**src/rtl/fetch_queue.sv**
```systemverilog
// fetch_queue: instruction fetch stage feeding the execute/control unit.
// Ports: clk, reset (async, active-high); imem_addr/imem_data to the
//   instruction memory; out_valid/out_ready/out_instr/out_pc handshake
//   to the consumer; redirect_valid/redirect_pc from downstream; count
//   (occupancy) and fetch_stopped (halt queued) status.
module fetch_queue #(
    parameter int DEPTH   = 4,
    parameter int ADDR_W  = 8,
    parameter int INSTR_W = 16
) (
    input  logic                       clk,
    input  logic                       reset,
    output logic [ADDR_W-1:0]          imem_addr,
    input  logic [INSTR_W-1:0]         imem_data,
    output logic                       out_valid,
    input  logic                       out_ready,
    output logic [INSTR_W-1:0]         out_instr,
    output logic [ADDR_W-1:0]          out_pc,
    input  logic                       redirect_valid,
    input  logic [ADDR_W-1:0]          redirect_pc,
    output logic [$clog2(DEPTH+1)-1:0] count,
    output logic                       fetch_stopped
);

    localparam int PTR_W = (DEPTH > 1) ? $clog2(DEPTH) : 1;
    localparam int CNT_W = $clog2(DEPTH + 1);
    localparam logic [CNT_W-1:0] FULL_CNT = CNT_W'(DEPTH);

    logic [INSTR_W-1:0] q_instr [DEPTH];
    logic [ADDR_W-1:0]  q_pc    [DEPTH];

    logic [ADDR_W-1:0] fetch_pc;
    logic [PTR_W-1:0]  head;
    logic [PTR_W-1:0]  tail;
    logic              pop;
    logic              push;
    logic              is_halt;

    assign imem_addr = fetch_pc;
    assign out_valid = (count != '0);
    assign pop       = out_valid & out_ready;
    // A full queue can still accept a word when the head leaves this cycle.
    assign push      = !fetch_stopped && !redirect_valid &&
                       ((count < FULL_CNT) || pop);
    assign is_halt   = (imem_data[INSTR_W-1 -: 4] == 4'hF);

    assign out_instr = out_valid ? q_instr[head] : '0;
    assign out_pc    = out_valid ? q_pc[head]    : '0;

    // Storage needs no reset: it is masked by count until written.
    always_ff @(posedge clk) begin
        if (push) begin
            q_instr[tail] <= imem_data;
            q_pc[tail]    <= fetch_pc;
        end
    end

    always_ff @(posedge clk or posedge reset) begin
        if (reset) begin
            fetch_pc      <= '0;
            head          <= '0;
            tail          <= '0;
            count         <= '0;
            fetch_stopped <= 1'b0;
        end else if (redirect_valid) begin
            fetch_pc      <= redirect_pc;
            head          <= '0;
            tail          <= '0;
            count         <= '0;
            fetch_stopped <= 1'b0;
        end else begin
            if (push) begin
                tail     <= tail + PTR_W'(1);
                fetch_pc <= fetch_pc + ADDR_W'(1);
                if (is_halt) begin
                    fetch_stopped <= 1'b1;
                end
            end
            if (pop) begin
                head <= head + PTR_W'(1);
            end
            unique case ({push, pop})
                2'b10:   count <= count + CNT_W'(1);
                2'b01:   count <= count - CNT_W'(1);
                default: count <= count;
            endcase
        end
    end

endmodule

```
**config.mk**
```make
export PLATFORM = sky130hd
export DESIGN_NAME = fetch_queue
export DESIGN_NICKNAME = d
export VERILOG_FILES = /design/src/rtl/fetch_queue.sv
export SDC_FILE = /design/constraint.sdc
export NUM_CORES = 1
export LEC_CHECK = 0
export CELL_PAD_IN_SITES_DETAIL_PLACEMENT = 2
export CELL_PAD_IN_SITES_GLOBAL_PLACEMENT = 2
export CORE_MARGIN = 4
export CORE_UTILIZATION = 43
export DETAILED_ROUTE_END_ITERATION = 10
export PLACE_DENSITY = 0.89
export SLEW_MARGIN = 25
export SYNTH_ARGS = -nofsm -noshare
export SYNTH_HDL_FRONTEND = slang
export SYNTH_SLANG_ARGS = --single-unit
```
**constraint.sdc**
```tcl
create_clock -name clk -period 4.3 [get_ports clk]
set_input_delay 0.645 -clock clk [delete_from_list [all_inputs] [get_ports clk]]
set_output_delay 0.645 -clock clk [all_outputs]
set_load 0.01 [all_outputs]
```
# --- Yosys cells after proc, flatten, opt, wreduce, memory -nomap -nowiden ---
# Memories as Yosys holds them, arrays and structs flattened.
# Index checks and enable logic that the tools add are counted.
totals:
  reg_bits: 16
  mem_bits_rw: 96
  input_bits: 28
  output_inout_bits: 37
  memories: 2
classes:
  add_sub_neg: 5
  n_lt_le_gt_ge: 1
  eq_ne: 3
  mux: 15
  n_bitwise: 1
  n_reduce_logical: 11
memory_table:
  columns: ["memory", "depth", "word_bits", "read_ports", "rd_clocked_by_memory_dff", "write_ports", "line", "rtl"]
  rows:
  - ["q_instr", 4, 16, 1, 0, 1, "29", "logic [INSTR_W-1:0] q_instr [DEPTH];"]
  - ["q_pc", 4, 8, 1, 0, 1, "30", "logic [ADDR_W-1:0] q_pc [DEPTH];"]
op_table:
  columns: ["operator", "count"]
  rows:
  - ["8-bit two-way mux", 3]
  - ["16-bit two-way mux", 1]
  - ["8-bit by 1-bit adder with 8-bit output, second input constant", 1]
  - ["2-bit two-way mux", 4]
  - ["3-bit case mux with 2 select lines", 1]
  - ["2-bit nonzero test", 3]
  - ["3-bit nonzero test", 2]
  - ["1-bit two-way mux", 5]
  - ["2-bit by 1-bit adder with 2-bit output, second input constant", 2]
  - ["4-bit equality test, second input constant", 1]
  - ["3-bit by 1-bit adder with 3-bit output, second input constant", 1]
  - ["3-bit less-than comparator, second input constant", 1]
  - ["3-bit two-way mux", 1]
  - ["3-bit by 1-bit subtractor with 3-bit output, second input constant", 1]
  - ["2-bit by 1-bit equality test with 1-bit output, second input constant", 1]
  - ["2-bit equality test, second input constant", 1]
  - ["1-bit logical AND", 2]
  - ["1-bit zero test", 2]
  - ["2-bit AND reduction", 1]
  - ["1-bit AND", 1]
  - ["1-bit logical OR", 1]

# --- Depth between registers and ports, before layout ---
logic_depth:
  word_depth: 7
  depth_mapped: 8
  ltp_nobuf: 7

# --- Least setup slack after synthesis ---
# OpenSTA, ideal clock, no wires.
synth_path:
  kind: "input port to flip-flop"
  start: "in out_ready"
  end: "reg count[1]"
  setup_ns: 0.138
  arrival_time_ns: 2.180
  required_ns: 4.162
  path_slack_ns: 1.982
  path_stages: 8
  path_cell_list: "nor2b_2 buf_2 nor3_1 nor2_1 fa_1 or3_1 a21oi_1 nor4_1"
synth_between:
  elab_chain_cells: 6
  elab_cells_between_ends: 8
  cone_classes: "eq/ne: 2; mux: 2; bitwise: 1; reduce/logical: 3"
synth_lines:
  columns: ["item", "line", "rtl"]
  rows:
  - ["start: declaration", "16", "input logic out_ready,"]
  - ["1-bit AND (*)", "41", "assign pop = out_valid & out_ready;"]
  - ["1-bit logical OR", "44", "((count < FULL_CNT) || pop);"]
  - ["1-bit logical AND", "43", "assign push = !fetch_stopped && !redirect_valid &&"]
  - ["2-bit by 1-bit equality test with 1-bit output / 2-bit equality test (equally long branches)", "82", "unique case ({push, pop})"]
  - ["3-bit case mux with 2 select lines", "82", null]
  - ["3-bit two-way mux", "65", "end else if (redirect_valid) begin"]
  - ["end signal: assignment", "83", "2'b10: count <= count + CNT_W'(1);"]
  - ["end signal: assignment", "84", "2'b01: count <= count - CNT_W'(1);"]
  - ["end signal: assignment", "85", "default: count <= count;"]
  - ["end: declaration", "21", "output logic [$clog2(DEPTH+1)-1:0] count,"]
# Mark *: on every way between the ends. The rest lies on a longest branch, timed or not.
# A chain may end at the register's enable or synchronous reset.

# --- Worst setup path in the final report ---
layout_path:
  start: "reg head[0]"
  end: "out out_pc[1]"
layout_between:
  elab_chain_cells: 2
layout_lines:
  columns: ["item", "line", "rtl"]
  rows:
  - ["start: declaration", "33", "logic [PTR_W-1:0] head;"]
  - ["start signal: assignment", "80", "head <= head + PTR_W'(1);"]
  - ["memory read 4 x 8 bit", null, null]
  - ["8-bit two-way mux", "48", "assign out_pc = out_valid ? q_pc[head] : '0;"]
  - ["end: declaration", "18", "output logic [ADDR_W-1:0] out_pc,"]
# No other way between the ends.

==> run metrics <==
R2R depth=7; first-pass GRT wire length=19.0 mm; drt pass-1 iters=6; clock-pin slew on the worst setup and hold paths=0.10 ns; Rel. slew slack=38.4%; skew final=0.0170 ns; I/O Buffers=64; Synth area leaders=edfxtp_1, mux4_2, dfrtp_1; final setup fails=0; layout cells sized above 1=14.5%; Worst Hold End=tail[1]; core area=approximately 0.011 sq mm; post-synthesis simple-gate area fraction=9.69%; RSZ-0062 raised after global routing=no; slowest library cell on the worst path=dfrtp_2; Finished Cell Area=0.00569 sq mm; Final Max Slew Viols=0; DR vias=2718; DP Area=0.00549 sq mm; adder-cell share of the synthesized area=1.75%; clock root cell=clkbuf_8; cell taking the most area after synthesis=edfxtp_1; # rows=37; IR drop worst, VDD=0.251 mV; syn_nets=310; GRT Total Usage=between 20% and 30%; die width=113 microns; Die ar.=0.0127 sq mm; number of global-route vias before repair=3127; Final min period=3.29 ns; count leader, synth=edfxtp_1; final wirelength=11.9 mm; Hold Vio Cnt, Final=0; largest family of logic cells by synthesized area=multiplexers; CTS Hold Bufs=0; Diodes inserted=0; R2R Path Start=count[2]; Yosys warning count=0; status=complete, no violations; CTS resizes=0; Die H=113 microns; register area=0.00328 sq mm; worst-margin pin slew=0.925 ns; post-synthesis sequential area ratio=69.7%; crit path cell chain=mux4_2 > nor2b_1 > clkdlybuf4s50_1; H-Tree Depth=3; CP endpoint kind=primary output; crit path DAT=2.65 ns; final antenna-violating net count=0; cts bufs inserted=9; FF-to-FF setup slack=between 1 and 1.5 ns; Setup Crit Path Kind=reg -> out; post-detailed-route wirelength per cell=24.7 microns; LEAKAGE=1.86 nW; initial antenna violation count=0; clk sinks=~110; hold depth=2; global placer's final weighted congestion=0.714; I/O pin count=65; post-synthesis compound-gate area fraction=about 4.5%; CTS tree=built; Initial Util=between 40% and 50%; drt drc=0; area grow syn2layout=20.7%; Post-synth top cells=edfxtp_1, nor2b_1, mux4_2; Synth cell types=39; asr flop ratio synth=14.3%; worst min path class=reg -> reg; top_reg_cell synth=edfxtp_1; largest net degree at the start of global routing=27; PwrDens=538 mW/mm^2; multi-input logic area=0.00131 sq mm; Nets=375; #FFs+latches synth=112; mux cell area share after synthesis=11.5%; clock latency on the worst-skew pair=0.37 ns; Startpoint Class=register; Yosys top cell area share=61.2%; Syn Area/Cell=17.1 sq um; R2R Path End=count[1]; FMAX=0.304 GHz; setup tns final=0 ns; Synth Area in XOR/XNOR=0.372%; Vias/cell=5.64; Post-Syn Area=0.00471 sq mm; min-delay src=tail[1]; required time of the critical path=3.65 ns; MaxCap Viol Count=0; worst-case clock buffer depth=2; Max stage delay on crit path=0.98 ns; DP HPWL=roughly 8 mm; Fillers=between 900 and 1000; Critical Path Fanout Max=26; postcts setup bufs=0; final period utilization=76.6%; total congestion overflow=0; Cells after Synth=276; 1st-iter DRT viols=182; EDFF count, synth=96
[cell usage in the layout, fill, tap and decap left out, types with 6 or more instances in the layout]
| master | Yosys | layout |
|---|---|---|
| a21oi_1 | 8 | 8 |
| a31oi_1 | 6 | 6 |
| buf_4 | 0 | 7 |
| clkbuf_8 | 0 | 10 |
| clkdlybuf4s50_1 | 0 | 64 |
| dfrtp_1 | 16 | 15 |
| edfxtp_1 | 96 | 96 |
| inv_1 | 7 | 7 |
| mux4_2 | 24 | 24 |
| nand3_1 | 6 | 6 |
| nor2_1 | 12 | 12 |
| nor2b_1 | 26 | 26 |
[worst max path at each step]
stage / from / end / slack (ns)
floorplan: out_ready / count[1] / 1.98
global placement: out_ready / count[1] / 1.04
detailed placement: out_ready / count[1] / 0.88
CTS: head[0] / out_pc[1] / 0.93
global route: head[0] / out_pc[6] / 0.82
finish: head[0] / out_pc[1] / 1.01
[critical path, delay by kind of cell (launching register included)]
| family | cells | cell delay [ns] |
|---|---|---|
| buf+inv | 1 | 0.50 |
| flops | 1 | 0.98 |
| mux | 1 | 0.62 |
| simple gates | 1 | 0.15 |
[per-stage QoR]
step | utilization (%) | total power, mW | instances | worst slack [ns] | hold slack (ns)
2_1_floorplan | - | 1.97 | 276 | 1.98 | 0.557
4_1_cts | 54.1 | 3.10 | 482 | 0.933 | 0.631
5_1_grt | 54.1 | 3.24 | 482 | 0.819 | 0.673
3_3_place_gp | 52.2 | 2.38 | 466 | 1.04 | 0.576
3_5_place_dp | 52.2 | 2.47 | 466 | 0.882 | 0.611
6_report | 54.1 | 3.06 | 482 | 1.01 | 0.623
[report_power, final]
group | switching [mW] | total, mW | internal (mW)
sequential | 0.165 | 1.48 | 1.31
clock | 0.348 | 0.637 | 0.288
combinational | 0.415 | 0.945 | 0.530
total | 0.929 | 3.06 | 2.13
[layer usage]
layer	up-vias	track usage [%]	wire (microns)
met2	78	35.3	6340
li1	1208	-	-
met4	0	6.25	183
met3	11	3.96	391
met5	-	0	0
met1	1421	25.1	5000
[cells by family (layout without fill, tap and decap cells)]
| logic type | count (synthesis) | count (layout) |
|---|---|---|
| AOI/OAI and AO/OA | 32 | 32 |
| xor gates and xnor gates | 2 | 2 |
| adders and majority gates | 6 | 6 |
| buffers and inverters | 24 | 94 |
| DFF | 112 | 112 |
| muxes | 24 | 24 |
| and+or+nand+nor | 76 | 76 |
[flip-flops by register name, indices dropped and copies added (netlist names)]
name	count
count	3
q_instr	64
imem_addr	8
q_pc	32
tail	2
head	2
fetch_stopped	1
[layout make-up]
type	instances	area share (%)
sequential	112	57.8
multi-input combinational	140	23.1
timing repair buffer	71	12.2
tap	136	2.99
clock buffer	12	2.55
clock inverter	4	0.946
inverter	7	0.462
No activity file was read; power rests on OpenSTA's default activity.
